`config.mk`:
```
export PLATFORM = sky130hd
export DESIGN_NAME = row_request_generator
export DESIGN_NICKNAME = d
export VERILOG_FILES = /design/src/rtl/row_request_generator.sv
export SDC_FILE = /design/constraint.sdc
export NUM_CORES = 1
export LEC_CHECK = 0
export ABC_CLOCK_PERIOD_IN_PS = 4100
export CAP_MARGIN = 15
export CORE_UTILIZATION = 54
export DETAILED_ROUTE_END_ITERATION = 16
export GPL_ROUTABILITY_DRIVEN = 0
export HOLD_SLACK_MARGIN = 0.08
export PLACE_DENSITY = 0.82
export SKIP_LAST_GASP = 1
export SYNTH_ARGS = -nofsm -noshare
export SYNTH_HDL_FRONTEND = slang
export SYNTH_SLANG_ARGS = --single-unit
```
`constraint.sdc`:
```
create_clock -name clock -period 4.1 [get_ports clock]
set_clock_uncertainty 0.2 [all_clocks]
set_input_delay 0.41 -clock clock [delete_from_list [all_inputs] [get_ports clock]]
set_output_delay 0.41 -clock clock [all_outputs]
set_load 0.005 [all_outputs]
```
`src/rtl/row_request_generator.sv`:
```
// -----------------------------------------------------------------------------
// row_request_generator
//
// Turns a start command plus a viewport description into one request packet
// per image row, emitted as a valid/ready word stream. Each packet is five
// words long and its last word is flagged with out_end_of_stream:
//   w0 = row index (zero-extended), w1 = cols, w2 = x0, w3 = y of this row,
//   w4 = dx (out_end_of_stream = 1)
// The y coordinate starts at cfg_y0 and advances by cfg_dy per row, wrapping
// modulo 2^WIDTH.
//
// Optional feature, enabled by defining ROW_GEN_ABORT_EN:
//   adds input 'abort'. Once seen in EMIT, no new packet is started; a packet
//   that is already presented still runs through its w4 transfer.
//
// Ports
//   clock, reset_n      clock and asynchronous active-low reset
//   start               command pulse, accepted only while busy = 0
//   cfg_x0, cfg_y0      coordinates of column 0 / row 0
//   cfg_dx, cfg_dy      step per column / per row
//   cfg_cols            columns per row, passed through in w1
//   cfg_rows            number of rows (packets) in the frame
//   abort               (ROW_GEN_ABORT_EN only) stop after the current packet
//   out_data            stream word
//   out_valid           out_data / out_end_of_stream are valid
//   out_end_of_stream   last word of a packet
//   out_ready           consumer accepts the current word
//   busy                frame in progress
//   done                one-cycle pulse when the frame completes
// -----------------------------------------------------------------------------
module row_request_generator #(
  parameter int WIDTH    = 32,
  parameter int ROW_BITS = 16
) (
  input  logic                clock,
  input  logic                reset_n,
  input  logic                start,
  input  logic [WIDTH-1:0]    cfg_x0,
  input  logic [WIDTH-1:0]    cfg_y0,
  input  logic [WIDTH-1:0]    cfg_dx,
  input  logic [WIDTH-1:0]    cfg_dy,
  input  logic [WIDTH-1:0]    cfg_cols,
  input  logic [ROW_BITS-1:0] cfg_rows,
`ifdef ROW_GEN_ABORT_EN
  input  logic                abort,
`endif
  output logic [WIDTH-1:0]    out_data,
  output logic                out_valid,
  output logic                out_end_of_stream,
  input  logic                out_ready,
  output logic                busy,
  output logic                done
);

  typedef enum logic [1:0] {
    IDLE = 2'd0,
    EMIT = 2'd1,
    DONE = 2'd2
  } state_t;

  localparam logic [2:0] LAST_WORD = 3'd4;

  state_t              state;

  // Frame configuration, captured on an accepted start so that cfg_* may
  // change freely while the frame runs.
  logic [WIDTH-1:0]    x0_q;
  logic [WIDTH-1:0]    dx_q;
  logic [WIDTH-1:0]    dy_q;
  logic [WIDTH-1:0]    cols_q;
  logic [ROW_BITS-1:0] rows_q;

  // Per-frame progress.
  logic [WIDTH-1:0]    y_acc;     // y of the row currently being emitted
  logic [ROW_BITS-1:0] row_q;     // index of the row currently being emitted
  logic [2:0]          word_idx;  // index of the word currently presented

  logic                accept;
  logic                xfer;
  logic                rows_reached;
  logic                abort_hit;
  logic [ROW_BITS-1:0] row_inc;
  logic [2:0]          word_next;

  // Start is honoured whenever busy is low, i.e. in IDLE and in DONE.
  assign accept       = start && (state == IDLE || state == DONE);
  assign xfer         = out_valid && out_ready;
  assign row_inc      = row_q + ROW_BITS'(1);
  assign rows_reached = (row_inc == rows_q);
  assign word_next    = word_idx + 3'd1;

`ifdef ROW_GEN_ABORT_EN
  logic abort_flag;
  // Include the live input so an abort arriving on the very edge of a w4
  // transfer already suppresses the next packet.
  assign abort_hit = abort_flag || abort;
`else
  assign abort_hit = 1'b0;
`endif

  // Word presented at position idx of the current packet.
  function automatic logic [WIDTH-1:0] word_at(input logic [2:0] idx);
    logic [WIDTH-1:0] w;
    case (idx)
      3'd0:    w = WIDTH'(row_q);
      3'd1:    w = cols_q;
      3'd2:    w = x0_q;
      3'd3:    w = y_acc;
      default: w = dx_q;
    endcase
    return w;
  endfunction

  // NOTE: every register here, configuration included, has an async reset;
  // there is no storage array, so nothing is too large to clear.
  always_ff @(posedge clock or negedge reset_n) begin
    if (!reset_n) begin
      state             <= IDLE;
      x0_q              <= '0;
      dx_q              <= '0;
      dy_q              <= '0;
      cols_q            <= '0;
      rows_q            <= '0;
      y_acc             <= '0;
      row_q             <= '0;
      word_idx          <= '0;
      out_data          <= '0;
      out_valid         <= 1'b0;
      out_end_of_stream <= 1'b0;
      busy              <= 1'b0;
      done              <= 1'b0;
`ifdef ROW_GEN_ABORT_EN
      abort_flag        <= 1'b0;
`endif
    end else if (accept) begin
      // NOTE: non-blocking assignments throughout, so every branch reads the
      // pre-edge values of the state it is updating.
      state             <= EMIT;
      x0_q              <= cfg_x0;
      dx_q              <= cfg_dx;
      dy_q              <= cfg_dy;
      cols_q            <= cfg_cols;
      rows_q            <= cfg_rows;
      y_acc             <= cfg_y0;
      row_q             <= '0;
      word_idx          <= '0;
      busy              <= 1'b1;
      done              <= 1'b0;
      // w0 of row 0 is simply zero. With zero rows nothing is presented and
      // the single EMIT cycle falls straight through to DONE.
      out_data          <= '0;
      out_valid         <= (cfg_rows != '0);
      out_end_of_stream <= 1'b0;
`ifdef ROW_GEN_ABORT_EN
      abort_flag        <= 1'b0;
`endif
    end else begin
      case (state)
        IDLE: begin
          done <= 1'b0;
        end

        EMIT: begin
`ifdef ROW_GEN_ABORT_EN
          if (abort) abort_flag <= 1'b1;
`endif
          if (!out_valid) begin
            // No packet in flight: either the row budget is spent (rows = 0)
            // or an abort arrived before w0 was presented.
            if (row_q == rows_q || abort_hit) begin
              state             <= DONE;
              busy              <= 1'b0;
              done              <= 1'b1;
              out_data          <= '0;
              out_end_of_stream <= 1'b0;
            end else begin
              word_idx          <= '0;
              out_data          <= word_at(3'd0);
              out_valid         <= 1'b1;
              out_end_of_stream <= 1'b0;
            end
          end else if (xfer) begin
            if (word_idx != LAST_WORD) begin
              word_idx          <= word_next;
              out_data          <= word_at(word_next);
              out_end_of_stream <= (word_next == LAST_WORD);
            end else begin
              // Row finished: step y (plain wrap, no saturation) and the row.
              y_acc <= y_acc + dy_q;
              row_q <= row_inc;
              if (rows_reached || abort_hit) begin
                state             <= DONE;
                busy              <= 1'b0;
                done              <= 1'b1;
                out_valid         <= 1'b0;
                out_data          <= '0;
                out_end_of_stream <= 1'b0;
              end else begin
                // Next packet starts on the following cycle with no bubble.
                word_idx          <= '0;
                out_data          <= WIDTH'(row_inc);
                out_end_of_stream <= 1'b0;
              end
            end
          end
          // Stalled with out_valid high: hold data and flag unchanged.
        end

        DONE: begin
          state <= IDLE;
          done  <= 1'b0;
`ifdef ROW_GEN_ABORT_EN
          abort_flag <= 1'b0;
`endif
        end

        default: begin
          state     <= IDLE;
          busy      <= 1'b0;
          done      <= 1'b0;
          out_valid <= 1'b0;
        end
      endcase
    end
  end

endmodule

```
Yosys cells after proc, flatten, opt, wreduce, memory -nomap -nowiden --
Index checks and enable logic that the tools add are counted.
Word-level totals: bits of input ports 180, output and inout port bits 36, register bits after elaboration 233, logic and storage cells 110
Operators by class: $add $sub $neg 3, muxes and demuxes 58, reductions and logical operators 16, equality and inequality tests 19
Operators by type and width (count):
- $mux W32 | 10
- $pmux W32 S4 | 1
- $mux W16 | 7
- $add A32 B32 Y32 | 1
- $eq A16 B16 Y1 | 2
- $mux W1 | 24
- $mux W3 | 7
- $add A16 B1 Y16 const B | 1
- $ne A4 B4 Y1 const B | 4
- $reduce_bool A16 Y1 | 1
- $mux W2 | 6
- $reduce_and A4 Y1 | 3
- $reduce_and A5 Y1 | 2
- $eq A3 B2 Y1 const B | 2
- $ne A3 B3 Y1 const B | 2
- $reduce_bool A2 Y1 | 3
- $ne A2 B2 Y1 const B | 2
- $ne A4 B3 Y1 const B | 1
- $pmux W1 S2 | 2
- $pmux W2 S2 | 1
- $add A3 B1 Y3 const B | 1
- $eq A3 B1 Y1 const B | 1
- $eq A3 B3 Y1 const B | 1
- $logic_not A3 Y1 | 1
- 9 further kinds | 10

Logic depth before layout (Yosys ltp) --
Gate-level depths: netlist of run 1.
depth in word-level cells 8, gate-level depth with buffers 13, depth with buffers taken out 12

Worst setup path before layout of run 1 --
No wires, ideal clock.
path type reg-to-reg, start register row_q[7], end register out_data[10], setup slack 1.156 ns, arrival 2.619 ns, setup time 0.125 ns, period minus slack after synthesis 2.944 ns, required time 3.775 ns, cell stages (with the launch flop) 14, path buffers 4, cell sequence dfrtp_1 -> buf_4 -> and3_1 -> buf_4 -> and4_1 -> buf_4 -> xnor2_1 -> a211oi_1 -> a31oi_1 -> or4_4 -> nand3_4 -> buf_12 -> o21ai_1 -> mux2_2
Between the ends: cells in the longest elaborated chain, start to end 8, elaborated cells between the ends (all ways) 10, classes of those cells 1 x add/sub; 2 x eq/ne; 7 x mux
RTL lines:
- start: declaration | line 75 | logic [ROW_BITS-1:0] row_q;
- start signal: assignment | line 190 | row_q <= row_inc;
- $add A16 B1 Y16 | line 88 | assign row_inc = row_q + ROW_BITS'(1);
- $eq A16 B16 Y1 | line 89 | assign rows_reached = (row_inc == rows_q);
- $mux W16 | line 191 | if (rows_reached || abort_hit) begin
- $mux W32 | line 183 | if (word_idx != LAST_WORD) begin
- $mux W32 | line 182 | end else if (xfer) begin
- $mux W32 (*) | line 167 | if (!out_valid) begin
- $mux W32 (*) | line 158 | case (state)
- $mux W32 (*) | line 135 | end else if (accept) begin
- end signal: assignment | line 178 | out_data <= word_at(3'd0);
- end signal: assignment | line 185 | out_data <= word_at(word_next);
- end signal: assignment | line 201 | out_data <= WIDTH'(row_inc);
- end: declaration | line 47 | output logic [WIDTH-1:0] out_data,
Every way passes the cells marked *; elsewhere a longest branch is shown, timed or not. The select of a mux whose other input is x is not followed. A chain may end at the register's enable or synchronous reset.

Worst setup path in the final report of run 1 --
start register row_q[0], end register out_data[2]
The elaborated chain is that of the path after synthesis.

==> implementation parameters, run 1 <==
Parameter                              Value

Yosys
  Distinct cells, synth    slightly above 60
  Most repeated cell in the gate-level netlist after synthesis    sky130_fd_sc_hd__nand2_1
  Average cell area after synthesis    about 8.6 um^2
  Synth Flop Type    sky130_fd_sc_hd__dfrtp_1
  Number of warning messages in the yosys log    0
  Fraction of the yosys area taken by sequential cells    a little under half
  Count of state elements after synthesis    233
  Area fraction of the dominant cell type after synthesis    between 40% and 50%
  Synth cell count leaders    sky130_fd_sc_hd__nand2_1, sky130_fd_sc_hd__dfrtp_1, sky130_fd_sc_hd__o21ai_0, sky130_fd_sc_hd__clkbuf_1, sky130_fd_sc_hd__a22oi_1
  Leading area contributor after synthesis    sky130_fd_sc_hd__dfrtp_1
  Post-synthesis net count    1666
  Cell count after synthesis    1448
  Leading cell types by total area after synthesis    sky130_fd_sc_hd__dfrtp_1, sky130_fd_sc_hd__nand2_1, sky130_fd_sc_hd__ha_1, sky130_fd_sc_hd__o21ai_0, sky130_fd_sc_hd__a22oi_1
  Share of flip-flops with an asynchronous set or reset    100%
  Netlist area before placement    approximately 12000 um^2
  Number of enable-type register cells in the synthesized netlist    0

Timing
  Final Slew Violations    0
  Number of endpoints failing setup at the final stage    0
  Final Hold Violating Endpoints    0
  Peak clock frequency supported by timing    around 300 MHz
  Total negative setup slack    0 ns
  Actual transition at the worst max-transition pin    roughly 0.96 ns
  Max_slew headroom    a little over a third
  Shortest period the worst path allows    roughly 3.3 ns
  Final worst slack    ~0.75 ns
  Fin crit share    between 80% and 90%
  RSZ-0062 raised after global routing    false

Die
  Total number of placement rows    between 50 and 60
  Chip Width    between 150 and 200 um
  Total I/O pin count    approximately 220
  Floorplan die area    between 20000 and 25000 um^2
  Total core area    22600 um^2
  Initial Util    54.9%
  Vert. Die Dim    approximately 150 um

Clock network
  Setup fix buffers added after clock tree synthesis    0
  Clk sink count    around 230
  Clock-pin slew on the worst setup and hold paths    ~0.060 ns
  CTS H-tree lvls    1
  Maximum number of buffers from clock root to sink    3
  Number of buffers inserted for hold repair after clock tree synthesis    1
  CTS tree    yes
  Skew-Pair Late Insertion Delay    approximately 0.53 ns
  Number of buffers created by CTS    26
  Post-cts resize count    0
  Cell chosen for the clock root    sky130_fd_sc_hd__clkbuf_16

Pwr
  Reported net switching power    5.09 mW
  Portion of total power attributed to the clock network    a little under a fifth
  Power per Cell Area    786 nW/um^2
  Total internal power    7.12 mW
  Register share of total power    between 30% and 40%
  Switching Share    roughly two fifths
  Logic gate share of total power    47.3%
  Maximum vdd drop    roughly 0.39 mV
  Leakage power total    7.41 nW

Route
  Final antenna-violating net count    0
  Post-DR vias/cell    ~6
  Total number of vias    11500
  Iter 0 DRT Violations    approximately 1400
  DRT Wirelength    roughly 36 mm
  DRC violation count after routing    0
  Wire length per cell after detailed routing    around 19 um
  Initial DRT Pass Iterations    8

Place
  HPWL after detailed placement    25.5 mm
  Post-placement worst setup slack    about 0.84 ns
  Total of buffers placed on input and output ports    around 220

Finish
  Growth of design area from synthesis to finish    25.4%
  Share of final-layout standard cells stronger than drive strength 1    approximately 5.2%
  Net count of the finished layout    1832

Setup path
  Worst Path Arrival    3.56 ns
  Worst EP required    4.31 ns
  Crit path kind    reg2reg
  Capturing element type of the critical path    flip-flop
  Max Fanout on Critical Path    16
  Worst Setup Start Kind    flip-flop

Status
  Run status    finished clean

Global routing
  Global Route met1 Usage    between 40 and 50%
  Largest net degree at the start of global routing    between 100 and 150
  Number of global-route vias before repair    11000
  Total global routing overflow    0
  GRT Util Overall    a little under a third
  Met2 Use GR    between 40% and 50%
  Most used routing layer    met2
  GR Layer Usage met3    around 4.5%
  Global-route wire length before repair    approximately 58 mm
  Initial antenna violation count    1

Min path
  Worst min-delay path category    in2reg

Job
  Total of max-cap violations    0
[worst max-delay path, stage by stage, from the launching register on]
cell                      delay [ns]
sky130_fd_sc_hd__dfrtp_1        0.54
sky130_fd_sc_hd__ha_1           0.36
sky130_fd_sc_hd__nand4_1        0.16
sky130_fd_sc_hd__nor2_1         0.25
sky130_fd_sc_hd__and3_1         0.26
sky130_fd_sc_hd__xnor2_1        0.13
sky130_fd_sc_hd__nand3_1        0.09
sky130_fd_sc_hd__or4_4          0.56
sky130_fd_sc_hd__nand3_4        0.24
sky130_fd_sc_hd__o21ai_0        0.16
sky130_fd_sc_hd__mux2_2         0.27
[registers in the layout, summed over array words and instances, names as in the netlist]
register,flops
word_idx,3
cols_q,32
busy,1
rows_q,16
dy_q,32
out_valid,1
out_end_of_stream,1
done,1
row_q,16
dx_q,32
y_acc,32
out_data,32
state,2
x0_q,32
[path summary, 6_finish.rpt]
kind | from | to | slack, ns | cells after the start
max | row_q[0] | out_data[2] | 0.75 | 10
min | cfg_dy[15] | dy_q[15] | 0.20 | 3
max reg2reg | row_q[0] | out_data[2] | 0.75 | 10
min reg2reg | dx_q[30] | dx_q[30] | 0.28 | 2
max in group asynchronous | reset_n | y_acc[18] | 2.35 | 3
min in group asynchronous | reset_n | out_data[8] | 0.25 | 2
[cells in the final DEF (no fill, tap or decap), drive strengths merged, types with 29 or more instances in the layout]
| master | synthesis | routed |
|---|---|---|
| xor2 | 32 | 32 |
| clkbuf | 75 | 42 |
| nand2 | 525 | 525 |
| dfrtp | 233 | 233 |
| ha | 37 | 37 |
| o21ai | 99 | 99 |
| a22oi | 55 | 55 |
| xnor2 | 29 | 29 |
| nor2 | 42 | 42 |
| clkdlybuf4s50 | 0 | 214 |
| a21oi | 36 | 36 |
[stage by stage]
stage	hold WS [ns]	total power [mW]	area, um^2	instances	utilization, %
after floorplan	-0.0856	7.98	12400	1448	-
after global placement	0.244	9.63	14700	1870	65.1
after detailed placement	0.240	9.82	14700	1870	65.1
after CTS	0.190	12.1	15500	1919	68.8
after global routing	0.207	13.1	15500	1920	68.8
final	0.203	12.2	15500	1920	68.8
[cell type report]
class                      instances  area (um^2)
fill                            1764         7040
multi-input combinational       1106         6140
sequential                       233         5830
timing repair buffer             234         2330
clock buffer                      42          792
tap                              285          357
inverter                          13         48.8
clock inverter                     6         33.8
antenna                            1         2.50
[power groups by stage]
stage                     registers [mW]  logic, mW  clock network [mW]
after floorplan                     3.84       4.13                   0
after global placement              4.16       5.48                   0
after detailed placement            4.17       5.66                   0
after CTS                           4.16       5.70                2.28
after global routing                4.29       6.40                2.36
final                               4.20       5.77                2.25
[kinds of logic (layout without fill, tap and decap cells)]
logic type / count (synthesis) / in the layout / share of synthesized area [%]
simple gates: 684 / 684 / 23.1
compound gates: 307 / 307 / 16.5
flops: 233 / 233 / 47.1
buf+inv: 109 / 295 / 3.66
xor+xnor: 61 / 61 / 4.31
fa+ha+maj: 38 / 38 / 3.90
mux: 16 / 16 / 1.42
other cells: 0 / 1 / 0
[metal layers]
layer,vias up,routed length [um]
li1,5292,-
met1,5529,15500
met2,552,16900
met3,80,2980
met4,0,1040
met5,-,0
No activity file was read; power rests on OpenSTA's default activity.
==> inputs of run 2 (changes only) <==
Settings changed: ABC_CLOCK_PERIOD_IN_PS 4100 to 2700, CORE_UTILIZATION 54 to 48, PLACE_DENSITY 0.82 to 0.78.
Clock period 4.1 ns to 2.7 ns, I/O delays scaled along.
==> run 2 against run 1 <==
  * Design area grew 15%
  * Register-to-register slack worse by 0.91 ns
  * Sequential power grew 49%
  * Die area increased by 12%
  * Clock power is 62% higher
  * Critical endpoint is now out_data[4]
  * Non-clock buffer count increased by 195
  * Hold slack got worse by 0.12 ns
  * Cell count is 12% higher
  * Critical path depth up 1
  * The run now ends with setup timing left
==> implementation parameters, run 2 (synthesis results as in run 1) <==
Parameter                              Value

Min path
  Count of cells along the worst hold path    3 (unchanged)
  Hold worst-path end    dx_q[24]
  Hold Startpoint    cfg_dx[24]
  Worst min-delay path category    in2reg

Setup path
  Cells along the critical path    buf_4, nand4_1, xor2_1, a31oi_1, nor4_2, nand3_1, or4_4, nand3_4, buf_6, o21ai_2, mux2_2
  Max Fanout on Critical Path    6 (-10)
  Register-to-register setup slack    -0.16 ns (-0.91 ns)
  Worst Path Arrival    3.07 ns (-0.49 ns)
  CP max stage cell    sky130_fd_sc_hd__or4_4
  Worst EP required    2.91 ns (-1.40 ns)
  Reg2Reg Launch Point    row_q[5]
  Worst setup path startpoint    row_q[5]
  Crit path kind    reg2reg
  Delay of the slowest cell on the worst path    0.58 ns (+0.02 ns)
  Family with the most delay on the worst path    simple AND/OR/NAND/NOR gates
  FF-to-FF path depth    11 (+1)
  Capturing element type of the critical path    flip-flop
  Endpoint of the worst register-to-register path    out_data[4]
  Count of buffering cells on the critical path with inverters included    2 (+2)
  Worst Setup Start Kind    flip-flop

Finish
  Share of final-layout standard cells stronger than drive strength 1    16.0% (+11 points)
  Total area of multi-input combinational cells    6630 um^2 (+8.0%)
  Filler cell count    1819 (+3.1%)
  Net count of the finished layout    2028 (+11%)
  Commonest cells after routing, fill and taps aside    sky130_fd_sc_hd__nand2_1, sky130_fd_sc_hd__dfrtp_1, sky130_fd_sc_hd__clkdlybuf4s50_1
  Non-filler instance count after layout    2159 (+12%)
  Growth of design area from synthesis to finish    44.2%
  Total area of sequential cells    5830 um^2 (about the same)
  Area of all placed cells without fillers    17900 um^2 (+15%)
  Leading cell type in the layout, fill and taps excluded    sky130_fd_sc_hd__nand2_1

Route
  Post-DR vias/cell    5.67 (-4.9%)
  Met1 layer wirelength in the final routing    16.2 mm (+4.9%)
  Total met2 wirelength after detailed routing    19.2 mm (+14%)
  Total number of vias    12200 (+6.9%)
  Final antenna-violating net count    0 (unchanged)
  Met3 wire length    3.23 mm (+8.3%)
  Initial DRT Pass Iterations    9 (+1)
  DRC violation count after routing    0 (unchanged)
  Uppermost signal routing layer after detailed routing    met4
  DRT Wirelength    39.8 mm (+9.7%)
  Wire length per cell after detailed routing    18.5 um (-2.4%)
  Iter 0 DRT Violations    1331 (-6.8%)

Place
  DP Area    15700 um^2 (+6.9%)
  Post-placement worst setup slack    -0.230 ns (-1.07 ns)
  Number of placed instances, taps included    2028 (+8.4%)
  Total of buffers placed on input and output ports    215 (unchanged)
  HPWL after detailed placement    26.7 mm (+4.9%)

Clock network
  Maximum number of buffers from clock root to sink    3 (unchanged)
  Skew-Pair Late Insertion Delay    0.53 ns (about the same)
  CTS H-tree lvls    1 (unchanged)
  Clk sink count    233 (unchanged)
  Clock-pin slew on the worst setup and hold paths    0.06 ns (about the same)
  Cell chosen for the clock root    sky130_fd_sc_hd__clkbuf_16
  CTS tree    yes
  Number of buffers created by CTS    26 (unchanged)

Pwr
  Maximum vdd drop    0.626 mV (+59%)
  Power per Cell Area    1180 nW/um^2 (+51%)
  Design Power    21.1 mW (+73%)
  Leakage power total    8.43 nW (+14%)

Global routing
  Largest net degree at the start of global routing    95 (-23%)
  Total global routing overflow    0 (unchanged)
  Number of global-route vias before repair    12000 (+9.6%)
  GRT Util Overall    29.4% (-1.7 points)
  Initial antenna violation count    3 (+2)
  Global-route wire length before repair    61.7 mm (+6.1%)

Timing
  Max_slew headroom    49.9% (+14 points)
  Shortest period the worst path allows    2.86 ns (-0.487 ns)
  Fin crit share    106% (+24 points)
  Final Slew Violations    0 (unchanged)
  RSZ-0062 raised after global routing    true
  Peak clock frequency supported by timing    350 MHz (+17%)
  Actual transition at the worst max-transition pin    0.750 ns (-0.208 ns)
  Total negative setup slack    -2.30 ns (-2.30 ns)
  Final Hold Violating Endpoints    0 (unchanged)
  Number of endpoints failing setup at the final stage    23 (+23)
  Final worst slack    -0.160 ns (-0.913 ns)

Die
  Floorplan die area    26500 um^2 (+12%)
  Initial Util    49.0% (-5.8 points)
  Vert. Die Dim    163 um (+6.0%)
  Total core area    25300 um^2 (+12%)
  Total number of placement rows    58 (+5.5%)
  Total I/O pin count    216 (unchanged)
  Chip Width    163 um (+6.0%)

Status
  Violations in the final reports    setup timing
  Run status    finished with violations

Job
  Total of max-cap violations    0 (unchanged)
[run 2: layout make-up]
cell class,count,area share [%]
diodes,2,0.0280
clock buffers,38,4.24
clock inverters,7,0.645
inverters,13,0.273
multi-input cells,1107,37.1
flip-flops and latches,233,32.7
well taps,330,2.31
repair buffers,429,22.7
[run 2: timing repair]
item | in CTS | in global routing
endpoints found under the setup margin | 38 | 57
setup buffers | 13 | 13
hold endpoints to repair | 289 | 1
gates cloned | 1 | 0
hold buffers | 57 | 1
gates resized for setup | 33 | 85
pin swaps | 19 | 44
[run 2: tightest hold or removal path, delay by kind of cell]
family | cells | cell delay [ns]
buffers and inverters | 1 | 0.40
and+or+nand+nor | 2 | 0.10
[run 2: report_power, final]
group,switching (mW),leakage (nW),internal (mW)
sequential,1.20,2.93,5.05
clock,1.42,0.420,2.21
combinational,5.94,5.08,5.30
[run 2: metal layers]
layer	track usage (%)	vias to the layer above
li1	-	5680
met1	39.5	5904
met2	48.2	571
met3	5.07	90
met4	9.60	0
met5	0	-
[run 2: stage by stage]
step	util, %	hold slack, ns
after CTS	68.8	0.0801
after floorplan	-	-0.226
after global placement	62.2	0.0865
after global routing	70.7	0.0938
final	70.7	0.0830
after detailed placement	62.2	0.0957
[run 2: how the worst max path moves through the flow]
stage | slack (ns) | depth (start not counted) | endpoint
CTS | -0.11 | 10 | out_data[5]
global route | -0.24 | 11 | out_data[6]
floorplan | -0.08 | 13 | out_data[9]
detailed placement | -0.23 | 10 | out_data[4]
finish | -0.16 | 11 | out_data[4]
global placement | -0.09 | 10 | out_data[1]
